--- src/rtl/ifetch_prefetch.sv ---
// Instruction fetch front end: in-order word fetches with credit-based flow control
// into a small prefetch FIFO that feeds decode as {insn, pc, pc+4}.
module ifetch_prefetch #(
    parameter int unsigned DEPTH           = 4,
    parameter int unsigned MAX_OUTSTANDING = 2,
    parameter logic [31:0] RESET_PC        = 32'h0000_0000
) (
    input  logic        i_clk,
    input  logic        i_rst_n,
    // fetch request channel
    output logic        o_req_valid,
    input  logic        i_req_ready,
    output logic [31:0] o_req_addr,
    // fetch response channel (in request order, one per accepted request)
    input  logic        i_rsp_valid,
    input  logic [31:0] i_rsp_data,
    input  logic        i_rsp_err,
    // control-flow redirect
    input  logic        i_redirect,
    input  logic [31:0] i_redirect_pc,
    // decode channel
    output logic        o_insn_valid,
    input  logic        i_insn_ready,
    output logic [31:0] o_insn,
    output logic [31:0] o_pc,
    output logic [31:0] o_pc_incr,
    output logic        o_insn_err
);

    localparam int unsigned PW = (DEPTH > 1) ? $clog2(DEPTH) : 1;
    localparam int unsigned CW = $clog2(DEPTH) + 1;
    localparam int unsigned OW = $clog2(MAX_OUTSTANDING + 1);

    // Handshakes: a transfer happens on a cycle where valid & ready are both high.
    // A producer holds valid and payload stable until the transfer; only a redirect
    // may withdraw o_req_valid. The response channel has no ready: the credit rule
    // reserves a FIFO slot for every accepted request.

    logic [31:0]   fetch_pc_q, fetch_pc_d;
    logic [31:0]   rsp_pc_q, rsp_pc_d;
    logic [OW-1:0] outstanding_q, outstanding_d;
    logic [OW-1:0] drop_q, drop_d;
    logic [CW-1:0] count_q, count_d;
    logic [PW-1:0] rd_ptr_q, rd_ptr_d;
    logic [PW-1:0] wr_ptr_q, wr_ptr_d;

    logic [31:0]   data_mem_q [DEPTH];
    logic [31:0]   pc_mem_q   [DEPTH];
    logic          err_mem_q  [DEPTH];

    logic [31:0]   out_ext;
    logic [31:0]   cnt_ext;
    logic          credit;
    logic          req_accept;
    logic          push;
    logic          pop;
    logic          head_valid;
    logic [31:0]   redirect_pc_aligned;

    always_comb begin
        out_ext             = 32'(outstanding_q);
        cnt_ext             = 32'(count_q);
        credit              = (out_ext < MAX_OUTSTANDING) && ((out_ext + cnt_ext) < DEPTH);
        o_req_valid         = i_rst_n && !i_redirect && credit;
        o_req_addr          = fetch_pc_q;
        req_accept          = o_req_valid && i_req_ready;
        head_valid          = (count_q != '0);
        // A response landing in a redirect cycle is stale by definition.
        push                = i_rsp_valid && !i_redirect && (drop_q == '0);
        pop                 = head_valid && i_insn_ready && !i_redirect;
        redirect_pc_aligned = {i_redirect_pc[31:2], 2'b00};
    end

    always_comb begin
        fetch_pc_d    = fetch_pc_q;
        rsp_pc_d      = rsp_pc_q;
        outstanding_d = outstanding_q + OW'(req_accept) - OW'(i_rsp_valid);
        drop_d        = drop_q;
        count_d       = count_q;
        rd_ptr_d      = rd_ptr_q;
        wr_ptr_d      = wr_ptr_q;

        if (i_redirect) begin
            fetch_pc_d = redirect_pc_aligned;
            rsp_pc_d   = redirect_pc_aligned;
            // Everything still in flight after this cycle is stale: the pending drops
            // plus the live requests, less the response retired right now.
            drop_d     = outstanding_q - OW'(i_rsp_valid);
            count_d    = '0;
            rd_ptr_d   = '0;
            wr_ptr_d   = '0;
        end else begin
            if (req_accept) begin
                fetch_pc_d = fetch_pc_q + 32'd4;
            end
            if (i_rsp_valid && (drop_q != '0)) begin
                drop_d = drop_q - OW'(1);
            end
            if (push) begin
                rsp_pc_d = rsp_pc_q + 32'd4;
                wr_ptr_d = wr_ptr_q + PW'(1);
            end
            if (pop) begin
                rd_ptr_d = rd_ptr_q + PW'(1);
            end
            count_d = count_q + CW'(push) - CW'(pop);
        end
    end

    always_ff @(posedge i_clk or negedge i_rst_n) begin
        if (!i_rst_n) begin
            fetch_pc_q    <= RESET_PC;
            rsp_pc_q      <= RESET_PC;
            outstanding_q <= '0;
            drop_q        <= '0;
            count_q       <= '0;
            rd_ptr_q      <= '0;
            wr_ptr_q      <= '0;
        end else begin
            fetch_pc_q    <= fetch_pc_d;
            rsp_pc_q      <= rsp_pc_d;
            outstanding_q <= outstanding_d;
            drop_q        <= drop_d;
            count_q       <= count_d;
            rd_ptr_q      <= rd_ptr_d;
            wr_ptr_q      <= wr_ptr_d;
        end
    end

    // Storage needs no reset: nothing is visible unless count_q marks it valid.
    always_ff @(posedge i_clk) begin
        if (push) begin
            data_mem_q[wr_ptr_q] <= i_rsp_data;
            pc_mem_q[wr_ptr_q]   <= rsp_pc_q;
            err_mem_q[wr_ptr_q]  <= i_rsp_err;
        end
    end

    always_comb begin
        o_insn_valid = head_valid;
        o_insn       = head_valid ? data_mem_q[rd_ptr_q] : 32'd0;
        o_pc         = head_valid ? pc_mem_q[rd_ptr_q] : 32'd0;
        o_insn_err   = head_valid ? err_mem_q[rd_ptr_q] : 1'b0;
        o_pc_incr    = o_pc + 32'd4;
    end

    a_no_orphan_rsp: assert property (@(posedge i_clk) disable iff (!i_rst_n)
        !(i_rsp_valid && (outstanding_q == '0)));

    a_no_overflow: assert property (@(posedge i_clk) disable iff (!i_rst_n)
        !(push && !pop && (count_q == CW'(DEPTH))));

    a_drop_bounded: assert property (@(posedge i_clk) disable iff (!i_rst_n)
        drop_q <= outstanding_q);

endmodule

--- config.mk ---
export PLATFORM = sky130hd
export DESIGN_NAME = ifetch_prefetch
export DESIGN_NICKNAME = d
export VERILOG_FILES = /design/src/rtl/ifetch_prefetch.sv
export SDC_FILE = /design/constraint.sdc
export NUM_CORES = 1
export LEC_CHECK = 0
export BUFFER_PORTS_ARGS = -buffer_cell sky130_fd_sc_hd__buf_4
export CORE_ASPECT_RATIO = 0.9
export CORE_MARGIN = 3
export CORE_UTILIZATION = 30
export DETAILED_ROUTE_END_ITERATION = 10
export HOLD_SLACK_MARGIN = 0.12
export PLACE_DENSITY = 0.53
export SYNTH_ARGS = -nofsm -noshare
export SYNTH_HDL_FRONTEND = slang
export SYNTH_SLANG_ARGS = --single-unit
--- constraint.sdc ---
create_clock -name i_clk -period 3.7 [get_ports i_clk]
set_clock_uncertainty 0.05 [all_clocks]
set_input_delay 0.74 -clock i_clk [delete_from_list [all_inputs] [get_ports i_clk]]
set_output_delay 0.74 -clock i_clk [all_outputs]
set_load 0.02 [all_outputs]
# [Word level (Yosys, flattened, before mapping)]
# Memories as Yosys holds them, arrays and structs flattened.
# Index checks and enable logic that the tools add are counted.
# Widths: inputs -> output; s select.
[op_classes] n_addsub=12 order_cmp=2 mux=16 reduce_logical=17
[ops] operator="$mux 32" n=6
[ops] operator="$add 32x3->32 const B" n=3
[ops] operator="$mux 2" n=6
[ops] operator="$reduce_bool 2->1" n=5
[ops] operator="$logic_and 1x1->1" n=9
[ops] operator="$add 2x1->2 const B" n=2
[ops] operator="$add 2x3->4" n=1
[ops] operator="$lt 4x3->1 const B" n=1
[ops] operator="$sub 2x1->2" n=2
[ops] operator="$add 3x1->3" n=1
[ops] operator="$mux 1" n=3
[ops] operator="$mux 3" n=1
[ops] operator="$reduce_bool 3->1" n=1
[ops] operator="$sub 3x1->3" n=1
[ops] operator="$add 2x1->2" n=1
[ops] operator="$logic_not 2->1" n=1
[ops] operator="$lt 2x2->1 const B" n=1
[ops] operator="$sub 2x1->2 const B" n=1
[ops] operator="$logic_not 1->1" n=1
[word_totals] register_bits=75 ram_bits=260 out_inout_bits=131 word_cells=57 memories=3
[mem_list] name="data_mem_q" depth=4 word_bits=32 read_ports=1 rd_ports_with_merged_regs=0 write_ports=1 line="47" text="logic [31:0] data_mem_q [DEPTH];"
[mem_list] name="pc_mem_q" depth=4 word_bits=32 read_ports=1 rd_ports_with_merged_regs=0 write_ports=1 line="48" text="logic [31:0] pc_mem_q [DEPTH];"
[mem_list] name="err_mem_q" depth=4 word_bits=1 read_ports=1 rd_ports_with_merged_regs=0 write_ports=1 line="49" text="logic err_mem_q [DEPTH];"

# [Depth between registers and ports, before layout]
[logic_depth] depth_word=7 depth_mapped=12

# [Least setup slack after synthesis]
# Ideal clock, no wire load.
[synth_timing] kind="register to output" start="register count_q[1]" end="output port o_pc_incr[14]" arrival_time_ns=2.977 required_time_ns=2.910 setup_slack_ns=-0.067 path_stages_with_launch=12 n_path_buf=2 path_cell_list="dfrtp_1 nor3_1 inv_2 clkbuf_1 clkbuf_1 nand2_1 inv_1 ha_1 and4_1 nand2_2 nor4_1 xor2_1"
[synth_via] elab_chain_cells=3
[synth_rtl] item="start, declared" line="43" text="logic [CW-1:0] count_q, count_d;"
[synth_rtl] item="start signal, assigned" line="124" text="count_q <= count_d;"
[synth_rtl] item="$reduce_bool 3->1" line="67" text="head_valid = (count_q != '0);"
[synth_rtl] item="via o_insn_valid" line="22" text="output logic o_insn_valid,"
[synth_rtl] item="$mux 32" line="142" text="o_pc = head_valid ? pc_mem_q[rd_ptr_q] : 32'd0;"
[synth_rtl] item="via o_pc[2]" line="25" text="output logic [31:0] o_pc,"
[synth_rtl] item="$add 32x3->32" line="144" text="o_pc_incr = o_pc + 32'd4;"
[synth_rtl] item="end, declared" line="26" text="output logic [31:0] o_pc_incr,"
# The timed path passes the listed nets, and every way through them passes these cells.

# [Worst setup path in the final report]
[layout_timing] start="register rd_ptr_q[0]" end="output port o_pc_incr[31]"
[layout_via] elab_chain_cells=3
[layout_rtl] item="start, declared" line="44" text="logic [PW-1:0] rd_ptr_q, rd_ptr_d;"
[layout_rtl] item="start signal, assigned" line="125" text="rd_ptr_q <= rd_ptr_d;"
[layout_rtl] item="$mem_v2 4x32"
[layout_rtl] item="$mux 32" line="142"
[layout_rtl] item="$add 32x3->32" line="144"
# Every way passes these cells.

==> flow_metrics.py <==
metrics = {
    "hold_path": {
        "holdCritPathClass": "in2async",
    },
    "critical_path": {
        "reg2reg_from": "count_q[2]",
        "worstPathMaxFanout": 8,
        "end_kind": "output port",
        "arrival_ns": 2.93,
        "slowest_delay_ns": 0.56,
        "required_ns": 2.91,
        "crit_chain": "buf_12, mux4_2, nand2_2, or3b_4, nor4_4, nand4b_1, xnor2_1, buf_4",
        "cp-start-kind": "flip-flop",
        "ff2ff_setup_slack_ns": 1.07,
        "crit_path_top_delay_cell": "dfrtp_4",
        "crit_start": "rd_ptr_q[0]",
        "path_class": "reg2out",
    },
    "drt": {
        "drtIter0Drc": 602,
        "wire_per_inst_um": 20.0,
        "dr_total_vias": 9144,
        "drcViolationCount": 0,
        "finalWirelength_mm": 37.5,
        "dr.pass1.iters": 5,
        "via_per_inst": 4.89,
        "antenna_left": 0,
    },
    "floorplan": {
        "die_area_mm2": 0.0507,
        "die_h_um": 214,
        "std_cell_rows": 75,
        "initial_utilization_pct": 30.6,
        "fp.dieW_um": 237,
        "io_pins": 202,
        "coreArea_mm2": 0.0470,
    },
    "finish": {
        "fillers": 4433,
        "final_area_mm2": 0.0183,
        "mostFrequentLayoutCell": "edfxtp_1",
        "antennaDiodeCount": 0,
        "layout_common_cells": "252 x edfxtp_1, 237 x buf_4, 98 x nand2_1, 69 x dfrtp_1, 68 x mux4_2",
        "area_growth_pct": 27.4,
        "drive_gt1_share_pct": 33.2,
        "nNetsFinal": 1315,
    },
    "clock_network": {
        "root_buffer": "clkbuf_16",
        "path_clk_slew_ns": 0.06,
        "cts_max_level": 2,
        "cts.sinks": 323,
        "clock_path_buffers": 3,
        "tritoncts": "yes",
        "clock_latency_ns": 0.53,
        "cts_buffers": 36,
    },
    "synth": {
        "synthCells": 982,
        "ys_warn_count": 0,
        "synthDistinctLibCells": 52,
        "synth.largest_area_cell": "edfxtp_1",
        "ys_seq_elements": 323,
        "ys_seq_area_share_pct": 64.9,
        "synthTopCellsByArea": "edfxtp_1 53%, dfrtp_1 12%, mux4_2 10%, and2_1 3.1%, nand2_1 2.6%",
        "syn_area_per_cell_um2": 14.7,
        "synth_top_area_share_pct": 52.6,
        "netlist_area_mm2": 0.0144,
    },
    "global_routing": {
        "grt_pass1_vias": 9190,
        "overflow": 0,
        "grt_pass1_wl_mm": 56.3,
        "antenna_found_initial": 0,
        "grt_use_total_pct": 14.6,
        "grt_max_degree": 64,
    },
    "place": {
        "numPortBuffers": 193,
        "dp_hpwl_mm": 25.8,
        "post_dp_cell_area_mm2": 0.0168,
        "place.gp.congestion": 0.787,
    },
    "timing": {
        "setup_violations": 1,
        "tns_ns": -0.0238,
        "hold_viol": 0,
        "slew_headroom_pct": 41.1,
        "fmax_mhz": 269,
        "finalCritPeriodShare_pct": 101,
        "fin_ws_ns": -0.0238,
        "drv_slew": 0,
        "rsz0062_at_grt": "yes",
        "worstMarginPinSlew_ns": 0.877,
        "period_needed_ns": 3.72,
    },
    "flow_run": {
        "cap_violations": 0,
    },
    "power": {
        "pwr-share-seq_pct": 36.4,
        "p_clk_share_pct": 29.1,
        "switching_share_pct": 32.6,
        "combPwrFrac_pct": 34.4,
        "internal_power_uw": 8100,
        "p_switching_uw": 3930,
        "p_total_uw": 12000,
        "p_leak_uw": 0.00676,
        "max-vdd-ir-drop_uv": 381,
        "power_density_mw_per_mm2": 656,
    },
    "outcome": {
        "violations": "setup timing",
        "status": "finished, violations left",
    },
}
[final timing paths]
check                                   end  cells after the start
setup / recovery              o_pc_incr[31]                      8
hold / removal               o_req_addr[18]                      2
setup reg to reg           outstanding_q[1]                      9
hold reg to reg            outstanding_q[0]                      1
max in group asynchronous       rd_ptr_q[0]                      3
min in group i_clk         data_mem_q[3][4]                      1
[flip-flops by register name, indices dropped and copies added (netlist names), 3 cells and up]
name,flops
rsp_pc_q,30
count_q,3
err_mem_q,4
o_req_addr,30
pc_mem_q,120
data_mem_q,128
[Yosys cell counts, drive strengths merged]
master / n
nor2b: 7
nand4: 14
edfxtp: 252
xor2: 38
a211oi: 1
mux2: 3
inv: 23
o211ai: 8
nand3: 33
a31oi: 10
clkinv: 2
mux2i: 2
xnor2: 30
nand3b: 2
nor3: 11
mux4: 68
nor4: 10
nor2: 42
conb: 1
buf: 29
fa: 1
dfrtp: 71
a311oi: 2
nor3b: 2
and4: 5
and4bb: 1
ha: 14
o311ai: 15
and2: 72
or2: 2
nand4bb: 1
nand4b: 4
or4b: 1
o21ai: 53
or3b: 1
or3: 3
and3: 15
a21oi: 11
nand2b: 2
clkbuf: 17
nand2: 103
[layout make-up]
class / count / area, um^2 / area share (%)
Clock buffer: 44 / 952 / 5.19
Sequential cell: 323 / 9350 / 51.0
Multi-Input combinational cell: 593 / 4940 / 26.9
Inverter: 25 / 101 / 0.553
Timing Repair Buffer: 250 / 2040 / 11.1
Tap cell: 616 / 771 / 4.20
Clock inverter: 19 / 195 / 1.06
[timing repair]
action	4_1_cts	5_1_grt
cloned	1	0
pin swaps	14	13
hold buffers	0	0
gates resized for setup	45	15
setup endpoints to repair	17	13
buffers inserted	15	5
[kinds of logic (layout without fill, tap and decap cells)]
logic type                 Yosys count  count (layout)  synth area share [%]
xor gates and xnor gates            68              68                  4.14
buffers and inverters               71             338                  2.30
adders and majority gates           15              15                  1.36
and+or+nand+nor                    331             331                  12.0
other                                1               6                0.0260
DFF                                323             323                  64.9
AOI/OAI and AO/OA                  100             100                  4.21
muxes                               73              73                  11.0
[routing by layer]
metal,share of wire (%),vias to the layer above,track usage [%]
met2,45,301,22.1
met1,47,4599,21.5
met3,6.3,50,2.91
met5,0,-,0
met4,1.9,0,3.67
li1,-,4194,-
[through the flow]
stage | cells | setup WS, ns | util (%) | hold WS [ns]
finish | 1870 | -0.0238 | 39.0 | 0.288
global route | 1870 | -0.133 | 39.0 | 0.304
floorplan | 987 | 0.117 | - | 0.394
global placement | 1786 | 0.169 | 35.7 | 0.475
detailed placement | 1786 | 0.114 | 35.7 | 0.487
CTS | 1865 | -0.0410 | 38.8 | 0.285
[power by group through the flow]
stage / clock [uW] / combinational, uW / sequential, uW
2_1_floorplan: 0 / 2300 / 4420
6_report: 3510 / 4140 / 4380
3_3_place_gp: 0 / 3900 / 4450
5_1_grt: 3770 / 4430 / 4420
3_5_place_dp: 0 / 3930 / 4450
4_1_cts: 3620 / 4130 / 4380
[critical path, delay by kind of cell (launching register included)]
| kind | cells | cell delay, ns |
|---|---|---|
| buf+inv | 2 | 0.35 |
| flops | 1 | 0.56 |
| mux | 1 | 0.38 |
| simple gates | 4 | 0.89 |
| xor+xnor | 1 | 0.22 |
No activity file was read; power rests on OpenSTA's default activity.
